`config.mk`:
```
export PLATFORM = sky130hd
export DESIGN_NAME = axi_ifu_slave
export DESIGN_NICKNAME = d
export VERILOG_FILES = /design/src/rtl/axi_ifu_slave.sv
export SDC_FILE = /design/constraint.sdc
export NUM_CORES = 1
export LEC_CHECK = 0
export ABC_CLOCK_PERIOD_IN_PS = 2000
export CAP_MARGIN = 20
export CORE_ASPECT_RATIO = 0.7
export CORE_MARGIN = 3
export CORE_UTILIZATION = 37
export DETAILED_ROUTE_END_ITERATION = 10
export GPL_ROUTABILITY_DRIVEN = 0
export PLACE_DENSITY_LB_ADDON = 0.2
export SLEW_MARGIN = 20
export SYNTH_ARGS = -nofsm -noshare
export SYNTH_HDL_FRONTEND = slang
export SYNTH_SLANG_ARGS = --single-unit
export TNS_END_PERCENT = 1
```
`constraint.sdc`:
```
create_clock -name clk -period 2 [get_ports clk]
set_input_delay 0.3 -clock clk [delete_from_list [all_inputs] [get_ports clk]]
set_output_delay 0.3 -clock clk [all_outputs]
set_load 0.05 [all_outputs]
```
`src/rtl/axi_ifu_slave.sv`:
```
// Read-only AXI-lite responder for the instruction-fetch unit.
// Accepts one AR at a time, reads one doubleword from synchronous instruction memory, returns it on R.
module axi_ifu_slave #(
  parameter int                ADDR_W      = 64,
  parameter int                DATA_W      = 64,
  parameter logic [ADDR_W-1:0] MEM_BASE    = 'h8000_0000,
  parameter logic [ADDR_W-1:0] MEM_SIZE    = 'h0800_0000,
  parameter int                RD_LATENCY  = 1,
  parameter int                WAIT_CYCLES = 0
) (
  input  logic              clk,
  input  logic              rst,
  input  logic [ADDR_W-1:0] ifu_ar_addr,
  input  logic              ifu_ar_valid,
  output logic              ifu_ar_ready,
  output logic [DATA_W-1:0] ifu_r_data,
  output logic [1:0]        ifu_r_resp,
  output logic              ifu_r_valid,
  input  logic              ifu_r_ready,
  output logic              mem_en,
  output logic [ADDR_W-1:0] mem_addr,
  input  logic [DATA_W-1:0] mem_rdata
);

  // state  | meaning
  // S_IDLE | ar_ready high, waiting for a fetch request
  // S_READ | strobe issued, counting down to the memory capture edge
  // S_WAIT | data captured, inserting slow-memory stall cycles
  // S_RESP | r_valid high, holding R until the master takes it

  typedef enum logic [1:0] {S_IDLE, S_READ, S_WAIT, S_RESP} state_t;

  localparam int CNT_W = 8;
  localparam logic [CNT_W-1:0] LAT_INIT  = CNT_W'(RD_LATENCY - 1);
  localparam logic [CNT_W-1:0] WAIT_INIT = CNT_W'((WAIT_CYCLES > 0) ? WAIT_CYCLES - 1 : 0);
  localparam logic [1:0] RESP_OKAY   = 2'b00;
  localparam logic [1:0] RESP_SLVERR = 2'b10;

  // One extra bit so base+size never wraps around the top of the address space
  localparam logic [ADDR_W:0] EIGHT   = (ADDR_W+1)'(8);
  localparam logic [ADDR_W:0] ADDR_LO = {1'b0, MEM_BASE};
  localparam logic [ADDR_W:0] ADDR_HI = {1'b0, MEM_BASE} + {1'b0, MEM_SIZE} - EIGHT;

  state_t             state_q, state_d;
  logic [CNT_W-1:0]   cnt_q, cnt_d;
  logic               ar_ready_q, ar_ready_d;
  logic               r_valid_q, r_valid_d;
  logic [DATA_W-1:0]  r_data_q, r_data_d;
  logic [1:0]         r_resp_q, r_resp_d;
  logic               mem_en_q, mem_en_d;
  logic [ADDR_W-1:0]  mem_addr_q, mem_addr_d;
  logic [ADDR_W:0]    addr_x;
  logic               addr_legal;

  always_comb begin
    addr_x     = {1'b0, ifu_ar_addr};
    addr_legal = (ifu_ar_addr[1:0] == 2'b00) && (addr_x >= ADDR_LO) && (addr_x <= ADDR_HI);
  end

  always_ff @(posedge clk) begin
    if (rst) begin
      state_q    <= S_IDLE;
      cnt_q      <= '0;
      ar_ready_q <= 1'b1;
      r_valid_q  <= 1'b0;
      r_data_q   <= '0;
      r_resp_q   <= RESP_OKAY;
      mem_en_q   <= 1'b0;
      mem_addr_q <= '0;
    end else begin
      state_q    <= state_d;
      cnt_q      <= cnt_d;
      ar_ready_q <= ar_ready_d;
      r_valid_q  <= r_valid_d;
      r_data_q   <= r_data_d;
      r_resp_q   <= r_resp_d;
      mem_en_q   <= mem_en_d;
      mem_addr_q <= mem_addr_d;
    end
  end

  always_comb begin
    state_d    = state_q;
    cnt_d      = cnt_q;
    ar_ready_d = ar_ready_q;
    r_valid_d  = r_valid_q;
    r_data_d   = r_data_q;
    r_resp_d   = r_resp_q;
    mem_en_d   = 1'b0;
    mem_addr_d = mem_addr_q;
    case (state_q)
      S_IDLE: begin
        if (ifu_ar_valid && ar_ready_q) begin
          ar_ready_d = 1'b0;
          if (addr_legal) begin
            state_d    = S_READ;
            mem_en_d   = 1'b1;
            mem_addr_d = {ifu_ar_addr[ADDR_W-1:3], 3'b000};
            cnt_d      = LAT_INIT;
          end else begin
            state_d   = S_RESP;
            r_valid_d = 1'b1;
            r_resp_d  = RESP_SLVERR;
            r_data_d  = '0;
          end
        end
      end
      S_READ: begin
        // r_valid is low here, so loading r_data early cannot disturb a visible response
        if (cnt_q == '0) begin
          r_data_d = mem_rdata;
          r_resp_d = RESP_OKAY;
          if (WAIT_CYCLES == 0) begin
            r_valid_d = 1'b1;
            state_d   = S_RESP;
          end else begin
            cnt_d   = WAIT_INIT;
            state_d = S_WAIT;
          end
        end else begin
          cnt_d = cnt_q - 1'b1;
        end
      end
      S_WAIT: begin
        if (cnt_q == '0) begin
          r_valid_d = 1'b1;
          state_d   = S_RESP;
        end else begin
          cnt_d = cnt_q - 1'b1;
        end
      end
      S_RESP: begin
        if (ifu_r_ready) begin
          r_valid_d  = 1'b0;
          ar_ready_d = 1'b1;
          state_d    = S_IDLE;
        end
      end
      default: state_d = S_IDLE;
    endcase
  end

  assign ifu_ar_ready = ar_ready_q;
  assign ifu_r_valid  = r_valid_q;
  assign ifu_r_data   = r_data_q;
  assign ifu_r_resp   = r_resp_q;
  assign mem_en       = mem_en_q;
  assign mem_addr     = mem_addr_q;

endmodule

```
==> results.md <==
- IO Port Bufs: 260
- # fillers: between 1,000 and 1,500
- Area after DPL: about 8600 sq um
- Status: complete, but fails checks
- CTS Sinks: around 140
- CTS Hold Bufs: 0
- Routed Antenna Nets: 0
- DR pass1 iterations: 5
- Kind of critical path: flip-flop to flip-flop
- Reg area: between 2000 and 3000 sq um
- Max Clk Rate: between 0.4 and 0.5 GHz
- Slowest stage delay, CP: between 0.4 and 0.5 ns
- Worst-Skew Late Latency: about 0.42 ns
- Synth Cell Area: between 5000 and 6000 sq um
- Setup_tns: -18.75 ns
- Delay-heaviest family, CP: simple AND/OR/NAND/NOR gates
- Worst EP required: ~2.3 ns
- Internal power: roughly 0.007 W
- Max Slew Vio Count: 0
- Crit path buf inv count: 3
- DRT Wirelength: 20,340 microns
- Routed len/inst: about 18 microns
- Via-per-instance ratio: between 5 and 6
- Mean Syn Cell Area: ~9.0 sq um
- Hpwl dp: around 13,000 microns
- TritonCTS clock tree: yes
- Clock skew: ~0.01 ns
- Die width: about 150 microns
- CP Capture Type: flip-flop
- Largest net degree at the start of global routing: 40
- Asr flop ratio synth: 0%
- Clock Path Buffers: 2
- Net Switching: between 0.004 and 0.005 W
- CP Data Arrival Time: ~2.6 ns
- Area grow syn2layout: 74.91%
- Overflow after GRT: 0
- CP max stage cell: or4b_4
- Worst Hold Class: input pin to flip-flop
- Post-synth EDFFs: 0
- Core box area: roughly 14,000 sq um
- Final period util: 116.6%
- Post-synthesis instance total: around 620
- Die Area: roughly 17,000 sq um
- Total number of vias: ~6,000
- DRT iter0 DRCs: ~350
- Layout cells sized above 1: between 10% and 20%
- Final Setup Violations: 89
- Violated checks: setup timing
- Max VDD drop: 911.0 uV
- Register share of total power: 27.3%
- Final setup margin: -0.3314 ns
- Power Dens Cells: ~1200 nW/um^2
- Worst-Margin Slew: about 0.57 ns
- Initial antenna violation count: 0
- Total leakage power: around 3.4 nW
- Starting density of the core: between 30 and 40%
- RSZ-0062 raised after global routing: true
- Total CTS buffers: 17
- Ys flop type: dfxtp_1
- Root Buffer: clkbuf_16
- I/O Pins: ~270
- FF+latch count, synth: approximately 140
- Worst-path clk slew: 0.06 ns
- Row count: 36
- CP cell instances: inv_2 -> ha_4 -> or4b_4 -> nor4_4 -> nand2b_4 -> o211ai_1 -> buf_4 -> buf_12 -> o21ai_1 -> a21oi_1
- Yosys cell types: 42
- Final instance area: approximately 9700 sq um
- Crit-path max FO: 8
- Die H: ~110 microns
- First-pass GRT wire length: around 30,000 microns
- GR Util All Layers: a little under a quarter
- Comb power frac: 46.9%
- Net Sw Frac: approximately two fifths
- Register area share after synthesis: between 50% and 60%
- # diodes: 0
- Slew HR: 62.18%
- CTS H-tree depth: 4
- Footprint of the multi-input gates: around 2800 sq um
- Max_cap viols: 0
- Syn. warnings: 0
- Setup crit start kind: flip-flop
- Tmin final: roughly 2.3 ns
- Final Hold Viols: 0
- Clock power share: about 26%
- Residual DRC: 0
- Nets: between 1,000 and 1,500
- Vias in the first global route: between 5,000 and 6,000
synthesized netlist by cell type (2+ instances only):
library cell / count / area share [%]
dfxtp_1: 139 / 50
a21oi_1: 98 / 8.9
o21ai_0: 70 / 6.3
o2111ai_1: 64 / 10
nand2_1: 59 / 4.0
clkbuf_1: 44 / 3.0
and2_1: 38 / 4.3
buf_2: 12 / 1.1
nor4_1: 12 / 1.4
nand4_1: 8 / 0.90
nor2_1: 8 / 0.54
buf_4: 6 / 0.81
inv_1: 6 / 0.41
ha_1: 5 / 1.1
or3_1: 5 / 0.56
nand2b_1: 4 / 0.45
nor3_1: 4 / 0.36
buf_6: 3 / 0.61
or4_1: 3 / 0.41
clkbuf_2: 2 / 0.18
nand3_1: 2 / 0.18
nor2b_1: 2 / 0.23
nor3_4: 2 / 0.59
nor3b_1: 2 / 0.27
o22ai_1: 2 / 0.23
o311ai_0: 2 / 0.32
o31ai_1: 2 / 0.27
logic make-up (layout without fill, tap and decap cells):
family                   Yosys count  after routing  synth area share (%)
buffers and inverters             73            362                 6.075
adder cells (fa/ha/maj)            5              5                 1.129
AND/OR/NAND/NOR                  153            153                 14.86
AO/OA/AOI/OAI                    248            248                 27.64
flip-flops                       139            139                 50.23
other                              1              4               0.06769
timing repair:
action	4_1_cts	5_1_grt
resized for setup	54	99
pin swaps	7	33
endpoints found under the hold margin	0	0
setup buffers	5	3
gates cloned	2	3
endpoints found under the setup margin	100	136
per-layer routing:
metal	global-route usage, %	routed length (microns)
met5	0	0
met4	6.799	275
met3	8.880	1854
met1	29.23	8760
met2	35.65	9452
metrics by stage:
| stage | instances | setup WS [ns] | utilization [%] | hold slack (ns) | power (W) |
|---|---|---|---|---|---|
| after floorplan | 622 | -0.07412 | - | 0.4405 | 0.005804 |
| after global placement | 1056 | -0.6260 | 60.26 | 0.4368 | 0.007336 |
| after detailed placement | 1056 | -0.6615 | 60.26 | 0.4433 | 0.007481 |
| after CTS | 1095 | -0.2566 | 65.30 | 0.2428 | 0.01104 |
| after global routing | 1101 | -0.4079 | 67.87 | 0.2565 | 0.01236 |
| final | 1101 | -0.3314 | 67.87 | 0.2538 | 0.01186 |
area by class of cell:
cell class / instances / area share, %
multi-input combinational: 410 / 28.50
inverter: 6 / 0.2324
tap: 190 / 2.453
timing repair buffer: 324 / 34.14
clock inverter: 13 / 1.369
sequential: 139 / 28.74
clock buffer: 19 / 4.571
final timing paths:
kind                 from             end  depth (start not counted)  slack (ns)
min reg2reg  mem_addr[23]    mem_addr[23]                          2        0.45
min                   rst          mem_en                          2        0.25
max reg2reg      cnt_q[1]  ifu_r_data[49]                         10       -0.33
max              cnt_q[1]  ifu_r_data[49]                         10       -0.33
power by group through the flow:
stage                     clock network [W]  registers, W  logic, W
after detailed placement                  0       0.00325   0.00423
final                               0.00306       0.00324   0.00556
after CTS                           0.00310       0.00321   0.00473
after global routing                0.00324       0.00326   0.00586
after global placement                    0       0.00323   0.00411
after floorplan                           0       0.00383   0.00197
state kept, by name, indices dropped and copies added (netlist names):
name,cells
state_q,2
cnt_q,8
ifu_r_data,64
mem_en,1
ifu_r_valid,1
ifu_r_resp,1
mem_addr,61
ifu_ar_ready,1
placed cells by master, fill, tap and decap left out, drive strengths merged, types with 6 or more instances in the layout:
cell           synthesis  layout
dlymetal6s2s           0       9
clkbuf                46      21
o2111ai               64      64
nand2                 59      59
o21ai                 71      71
a21oi                 98      98
nor2                   8       8
inv                    6      11
buf                   21      63
nand4                  8       8
or3                    6       6
and2                  39      39
dfxtp                139     139
clkdlybuf4s50          0     250
nor3                   6       6
nor4                  12      12
Power figures use the tool's default switching activity.
